[config.mk]
export PLATFORM = sky130hd
export DESIGN_NAME = port_packet_arbiter
export DESIGN_NICKNAME = d
export VERILOG_FILES = /design/src/rtl/noc_pkg.sv /design/src/rtl/rr_pick5.sv /design/src/rtl/port_packet_arbiter.sv
export SDC_FILE = /design/constraint.sdc
export NUM_CORES = 1
export LEC_CHECK = 0
export ABC_AREA = 0
export BUFFER_PORTS_ARGS = -buffer_cell sky130_fd_sc_hd__buf_4
export CORE_ASPECT_RATIO = 0.8
export CORE_MARGIN = 3
export CORE_UTILIZATION = 43
export CTS_CLUSTER_DIAMETER = 200
export CTS_CLUSTER_SIZE = 30
export DETAILED_ROUTE_END_ITERATION = 16
export SLEW_MARGIN = 15
export SYNTH_ARGS = -nofsm -noshare
export SYNTH_HDL_FRONTEND = slang
export SYNTH_SLANG_ARGS = --single-unit
[constraint.sdc]
create_clock -name clk -period 7.65 [get_ports clk]
set_input_delay 0.765 -clock clk [delete_from_list [all_inputs] [get_ports clk]]
set_output_delay 0.765 -clock clk [all_outputs]
set_load 0.01 [all_outputs]
[src/rtl/noc_pkg.sv]
// ---------------------------------------------------------------------------
// noc_pkg
// Shared definitions for the 5-port mesh router: port indices, flit type
// codes, widths and the state encoding of the per-port packet arbiter.
// No ports (package).
// ---------------------------------------------------------------------------
package noc_pkg;

  // Input/output port indices of the router
  localparam int LOCAL = 0;
  localparam int WEST  = 1;
  localparam int NORTH = 2;
  localparam int EAST  = 3;
  localparam int SOUTH = 4;

  localparam int FLIT_W    = 18;
  localparam int PORT_W    = 3;
  localparam int NUM_PORTS = 5;

  // Flit type lives in data bits [17:16]; SINGLE is both head and tail
  typedef enum logic [1:0] {
    BODY   = 2'b00,
    HEAD   = 2'b01,
    TAIL   = 2'b10,
    SINGLE = 2'b11
  } flit_type_e;

  typedef enum logic {
    ARB_IDLE   = 1'b0,
    ARB_LOCKED = 1'b1
  } arb_state_e;

endpackage

[src/rtl/rr_pick5.sv]
// ---------------------------------------------------------------------------
// rr_pick5
// Combinational round-robin picker over five candidates. Scans upward from
// (ptr+1) mod 5 with wrap and returns the first asserted candidate.
// Ports:
//   cand_i  [4:0]  candidate vector (bit i = input i wants the port)
//   ptr_i   [2:0]  index of the last served input (5..7 treated as 4)
//   gnt_o   [4:0]  one-hot pick, zero when no candidate
//   idx_o   [2:0]  index of the pick, zero when no candidate
// ---------------------------------------------------------------------------
module rr_pick5
  import noc_pkg::*;
(
  input  logic [NUM_PORTS-1:0] cand_i,
  input  logic [PORT_W-1:0]    ptr_i,
  output logic [NUM_PORTS-1:0] gnt_o,
  output logic [PORT_W-1:0]    idx_o
);

  logic [3:0] base;
  logic [3:0] idx;
  logic       found;

  // Offsets 1..5 from the pointer visit every input exactly once, ending on
  // the pointer itself so the last winner is served again only if alone.
  always_comb begin
    gnt_o = '0;
    idx_o = '0;
    found = 1'b0;
    idx   = '0;
    base  = (ptr_i > 3'd4) ? 4'd4 : {1'b0, ptr_i};
    for (int k = 1; k <= NUM_PORTS; k++) begin
      idx = base + 4'(k);
      if (idx >= 4'd5) begin
        idx = idx - 4'd5;
      end
      if (!found && cand_i[idx]) begin
        found      = 1'b1;
        gnt_o[idx] = 1'b1;
        idx_o      = idx[2:0];
      end
    end
  end

endmodule

[src/rtl/port_packet_arbiter.sv]
// ---------------------------------------------------------------------------
// port_packet_arbiter
// Per-output-port packet scheduler. Picks one of the five router inputs
// whose routed port equals PORT_ID (round-robin), then holds that grant for
// a whole packet until the tail flit is accepted downstream or the watchdog
// expires. The one-hot grant steers the port's flit mux and ack demux.
// Ports:
//   clk, rst                    clock, asynchronous active-low reset
//   req_port_<dir>              input <dir> presents a routing decision
//   rout_port_<dir> [2:0]       routed output port of input <dir>
//   req_out_<dir>               flit valid from input <dir>
//   flit_type_<dir> [1:0]       type of the current flit of input <dir>
//   ack_out_port                downstream accepts the flit on this port
//   grant_<dir>                 registered one-hot grant
//   grant_id [2:0]              index of the granted input, 0 when idle
//   busy                        packet lock held
//   timeout                     one-cycle pulse before a watchdog release
// ---------------------------------------------------------------------------
module port_packet_arbiter
  import noc_pkg::*;
#(
  parameter int PORT_ID = 0,
  parameter int TIMEOUT = 64,
  parameter int CNT_W   = 7
) (
  input  logic        clk,
  input  logic        rst,
  input  logic        req_port_local,
  input  logic        req_port_west,
  input  logic        req_port_north,
  input  logic        req_port_east,
  input  logic        req_port_south,
  input  logic [2:0]  rout_port_local,
  input  logic [2:0]  rout_port_west,
  input  logic [2:0]  rout_port_north,
  input  logic [2:0]  rout_port_east,
  input  logic [2:0]  rout_port_south,
  input  logic        req_out_local,
  input  logic        req_out_west,
  input  logic        req_out_north,
  input  logic        req_out_east,
  input  logic        req_out_south,
  input  logic [1:0]  flit_type_local,
  input  logic [1:0]  flit_type_west,
  input  logic [1:0]  flit_type_north,
  input  logic [1:0]  flit_type_east,
  input  logic [1:0]  flit_type_south,
  input  logic        ack_out_port,
  output logic        grant_local,
  output logic        grant_west,
  output logic        grant_north,
  output logic        grant_east,
  output logic        grant_south,
  output logic [2:0]  grant_id,
  output logic        busy,
  output logic        timeout
);

  localparam logic [CNT_W-1:0] TIMEOUT_CNT = CNT_W'(TIMEOUT);
  localparam logic [CNT_W-1:0] WD_MAX      = '1;

  logic [NUM_PORTS-1:0] req_vec;
  logic [NUM_PORTS-1:0] req_out_vec;
  logic [PORT_W-1:0]    rout_arr  [NUM_PORTS];
  logic [1:0]           ftype_arr [NUM_PORTS];
  logic [NUM_PORTS-1:0] cand;
  logic [NUM_PORTS-1:0] pick_gnt;
  logic [PORT_W-1:0]    pick_idx;

  arb_state_e           state_q, state_d;
  logic [NUM_PORTS-1:0] grant_q, grant_d;
  logic [PORT_W-1:0]    gid_q, gid_d;
  logic [PORT_W-1:0]    ptr_q, ptr_d;
  logic [CNT_W-1:0]     wd_q, wd_d;

  logic                 xfer;
  logic                 is_tail;
  logic                 timeout_hit;

  assign req_vec[LOCAL]     = req_port_local;
  assign req_vec[WEST]      = req_port_west;
  assign req_vec[NORTH]     = req_port_north;
  assign req_vec[EAST]      = req_port_east;
  assign req_vec[SOUTH]     = req_port_south;
  assign req_out_vec[LOCAL] = req_out_local;
  assign req_out_vec[WEST]  = req_out_west;
  assign req_out_vec[NORTH] = req_out_north;
  assign req_out_vec[EAST]  = req_out_east;
  assign req_out_vec[SOUTH] = req_out_south;
  assign rout_arr[LOCAL]    = rout_port_local;
  assign rout_arr[WEST]     = rout_port_west;
  assign rout_arr[NORTH]    = rout_port_north;
  assign rout_arr[EAST]     = rout_port_east;
  assign rout_arr[SOUTH]    = rout_port_south;
  assign ftype_arr[LOCAL]   = flit_type_local;
  assign ftype_arr[WEST]    = flit_type_west;
  assign ftype_arr[NORTH]   = flit_type_north;
  assign ftype_arr[EAST]    = flit_type_east;
  assign ftype_arr[SOUTH]   = flit_type_south;

  // An input competes only when its routing decision targets this port;
  // codes 5..7 can never equal a valid PORT_ID.
  always_comb begin
    cand = '0;
    for (int i = 0; i < NUM_PORTS; i++) begin
      cand[i] = req_vec[i] && (rout_arr[i] == PORT_W'(PORT_ID));
    end
  end

  rr_pick5 u_pick (
    .cand_i (cand),
    .ptr_i  (ptr_q),
    .gnt_o  (pick_gnt),
    .idx_o  (pick_idx)
  );

  // Only the granted input's valid/type matter while locked.
  assign xfer        = req_out_vec[gid_q] && ack_out_port;
  assign is_tail     = (ftype_arr[gid_q] == TAIL) || (ftype_arr[gid_q] == SINGLE);
  assign timeout_hit = (TIMEOUT != 0) && (wd_q == TIMEOUT_CNT);

  // Next-state logic: grant on any candidate in IDLE; while locked, release on
  // an accepted tail or an expired watchdog, moving the pointer to the
  // released input so it gets lowest priority next time.
  always_comb begin
    state_d = state_q;
    grant_d = grant_q;
    gid_d   = gid_q;
    ptr_d   = ptr_q;
    wd_d    = wd_q;
    unique case (state_q)
      ARB_IDLE: begin
        if (|cand) begin
          grant_d = pick_gnt;
          gid_d   = pick_idx;
          wd_d    = '0;
          state_d = ARB_LOCKED;
        end
      end
      ARB_LOCKED: begin
        if (timeout_hit || (xfer && is_tail)) begin
          grant_d = '0;
          gid_d   = '0;
          ptr_d   = gid_q;
          wd_d    = '0;
          state_d = ARB_IDLE;
        end else if (xfer) begin
          wd_d = '0;
        end else if (wd_q != WD_MAX) begin
          wd_d = wd_q + 1'b1;
        end
      end
      default: begin
        state_d = ARB_IDLE;
        grant_d = '0;
        gid_d   = '0;
        wd_d    = '0;
      end
    endcase
  end

  // State, grant, pointer and watchdog registers; pointer resets to SOUTH so
  // LOCAL wins the first full tie.
  always_ff @(posedge clk or negedge rst) begin
    if (!rst) begin
      state_q <= ARB_IDLE;
      grant_q <= '0;
      gid_q   <= '0;
      ptr_q   <= PORT_W'(SOUTH);
      wd_q    <= '0;
    end else begin
      state_q <= state_d;
      grant_q <= grant_d;
      gid_q   <= gid_d;
      ptr_q   <= ptr_d;
      wd_q    <= wd_d;
    end
  end

  assign grant_local = grant_q[LOCAL];
  assign grant_west  = grant_q[WEST];
  assign grant_north = grant_q[NORTH];
  assign grant_east  = grant_q[EAST];
  assign grant_south = grant_q[SOUTH];
  assign grant_id    = gid_q;
  assign busy        = (state_q == ARB_LOCKED);
  assign timeout     = (state_q == ARB_LOCKED) && timeout_hit;

endmodule

==> metrics.yaml <==
flow_run:
  cap_viol_max_count: 0
detailed_routing:
  dr.pass1.iters: 5
  met3_length_um: 512
  drt_iter0_markers: 237
  drc_errors: 0
  route.met2.wl_um: 2720
  highest_layer: "met4"
  vias: 2367
  avgRoutedWirePerCell_um: 17.8
  met1_length_um: 3410
  drt-total-wl_um: 6680
  viasPerCell: 6.31
  drtAntennaViolNets: 0
worst_setup_path:
  r2r-end: "grant_q[3]$_DFFE_PN0P_"
  reg2reg_slack_ns: 3.21
  crit_type: "flop to flop"
  timing.critical_path.required_ns: 7.83
  cp-end-kind: "flop"
  path_max_fanout: 31
  cp-start-kind: "flop"
  reg2reg_depth: 12
  cp_data_arrival_time_ns: 4.62
  rr_startpoint: "ptr_q[2]$_DFFE_PN1P_"
sta:
  post-route-period-util: 0.580
  finClkSkew_ns: 0.00274
  rsz0062_at_grt: "false"
  fin_tns_setup_ns: 0
  whs_ns: 0.368
  slew_violations: 0
  worst_slew_pin_slew_ns: 1.05
  fmax_mhz: 225
  finalHoldViolCount: 0
  layout_min_cycle_time_ns: 4.44
  setup_viol: 0
  slew_headroom: 0.289
power_and_ir_drop:
  total_leakage_power_nw: 1.12
  pwr-share-seq: 0.186
  power_frac_comb: 0.742
  peakVddDrop_mv: 0.240
  p_clk_frac: 0.072
  p_int_w: 0.000446
  power_density_nw_per_um2: 360
  p_sw_w: 0.000529
  power.share.switching: 0.542
logic_synthesis:
  synth_nets: 330
  async_flop_share: 1.00
  yosysSeqAreaShare: 0.201
  synth_common_cells: "nand2_1 (22), dfrtp_1 (18), nor2_1 (18)"
  ys.flop_type: "dfrtp_1"
  synth_edf_count: 0
  netlist_area_um2: 2370
  synth_area_leader_cell: "dfrtp_1"
  synth_cells: 281
  yosysMostFrequentCell: "nand2_1"
  yosys.area.top_type_share: 0.190
  synth.avg_cell_area_um2: 8.44
  synth_area_leaders: "dfrtp_1 (19%), ha_1 (5.8%), o21ai_0 (3.6%)"
  ys_types: 77
  yosysWarnings: 0
  ys_ff_latch: 19
die:
  die-area_um2: 6450
  start_util: 0.458
  die_w_um: 89.0
  core_um2: 5180
  die_h_um: 72.4
  io_pins: 48
  rows: 23
grt:
  grt_use_total: 0.217
  grt_pass1_wl_um: 11100
  antenna_found_initial: 0
  grt_pass1_vias: 2156
  grt-ovfl-total: 0
  grt_max_degree: 32
place:
  hpwl_um: 5130
  io_buffers: 42
  gp_congestion: 0.904
cells_and_area:
  syn2layout_area_growth_pct: 14.3
  diodes: 0
  nFillCells: 507
  final_nets: 363
  drive_above_1_share: 0.272
cts:
  postCtsHoldBufs: 0
  cts.sinks: 19
  cts_root_buffer: "clkbuf_8"
  insertion_delay_ns: 0.26
  h-tree-depth: 1
  cts_buffer_depth: 2
  cts_made_buffers: 3
  cts_setup_buffers: 0
  cts_resized: 0
  clk_pin_slew_ns: 0.07
  cts_tree: "built"
worst_hold_path:
  hp-class: "input pin to async pin"
outcome:
  status: "complete, no violations"
cells in the final DEF, fill, tap and decap left out, types with 4 or more instances in the layout:
| cell | count |
|---|---|
| buf_4 | 43 |
| nand2_1 | 22 |
| nor2_1 | 18 |
| dfrtp_1 | 18 |
| o21ai_0 | 17 |
| a21oi_1 | 16 |
| nand4_1 | 12 |
| ha_1 | 11 |
| inv_1 | 10 |
| nor3_1 | 10 |
| nand3_1 | 9 |
| nor2b_1 | 6 |
| nand2b_1 | 6 |
| a31oi_1 | 5 |
| nor4b_1 | 4 |
| a22oi_1 | 4 |
| mux2_2 | 4 |
| o21ai_1 | 4 |
| a41oi_2 | 4 |
| a21o_1 | 4 |
power groups by stage:
stage / registers, W / logic [W] / clock network, W
6_report: 0.000182 / 0.000724 / 0.0000699
3_3_place_gp: 0.000184 / 0.000707 / 0
4_1_cts: 0.000182 / 0.000707 / 0.0000722
3_5_place_dp: 0.000184 / 0.000703 / 0
2_1_floorplan: 0.000170 / 0.000562 / 0
5_1_grt: 0.000189 / 0.000793 / 0.0000775
worst max-delay path, cell delays in order (launching register included):
cell,delay [ns]
dfstp_2,0.54
inv_2,0.29
nand2_2,0.14
inv_2,0.24
ha_1,0.43
nor2b_1,0.66
o31ai_1,0.19
a221oi_2,0.60
o211ai_2,0.25
a2111oi_4,0.49
and2b_1,0.25
nand2_1,0.08
a41oi_2,0.18
area by class of cell:
class                      instances  area, um^2  share of cell area
timing repair buffer              43         323               0.119
inverter                          13        48.8              0.0180
tap                               62        77.6              0.0286
clock buffer                       4        45.0              0.0166
multi-input combinational        234        1740               0.642
sequential                        19         477               0.176
worst max-delay path by stage:
stage                                    endpoint  slack (ns)  cells after the start                 start
after floorplan           grant_id[1]$_DFFE_PN0P_        4.18                     15  ptr_q[2]$_DFFE_PN1P_
after CTS                  grant_q[3]$_DFFE_PN0P_        3.30                     12  ptr_q[2]$_DFFE_PN1P_
after global placement    grant_id[0]$_DFFE_PN0P_        3.35                     12  ptr_q[2]$_DFFE_PN1P_
after detailed placement   grant_q[3]$_DFFE_PN0P_        3.31                     12  ptr_q[2]$_DFFE_PN1P_
final                      grant_q[3]$_DFFE_PN0P_        3.21                     12  ptr_q[2]$_DFFE_PN1P_
after global routing       grant_q[2]$_DFFE_PN0P_        2.82                     12  ptr_q[2]$_DFFE_PN1P_
kinds of logic (layout without fill, tap and decap cells):
kind of cell | count (synthesis) | count (layout) | synth area share
mux | 10 | 10 | 0.0659
buf+inv | 28 | 60 | 0.0654
simple gates | 121 | 121 | 0.310
xor+xnor | 3 | 3 | 0.0142
fa+ha+maj | 11 | 11 | 0.0580
flops | 19 | 19 | 0.201
compound gates | 89 | 89 | 0.285
registers in the layout, indices dropped and copies added (netlist names):
signal / flops
busy: 1
grant_id: 3
grant_q: 5
ptr_q: 3
wd_q: 7
per-stage QoR:
stage	total power, W	setup slack [ns]	utilization	std cells	cell area [um^2]
2_1_floorplan	0.000731	4.18	-	281	2370
3_3_place_gp	0.000891	3.35	0.515	371	2670
3_5_place_dp	0.000887	3.31	0.515	371	2670
4_1_cts	0.000960	3.30	0.523	375	2710
5_1_grt	0.00106	2.82	0.523	375	2710
6_report	0.000975	3.21	0.523	375	2710
routing by layer:
| metal | global-route usage | vias up |
|---|---|---|
| met4 | 0.0281 | 0 |
| li1 | - | 1142 |
| met5 | 0 | - |
| met3 | 0.0386 | 4 |
| met1 | 0.356 | 1109 |
| met2 | 0.299 | 112 |
Note: power is estimated with default switching activity, not from simulation.
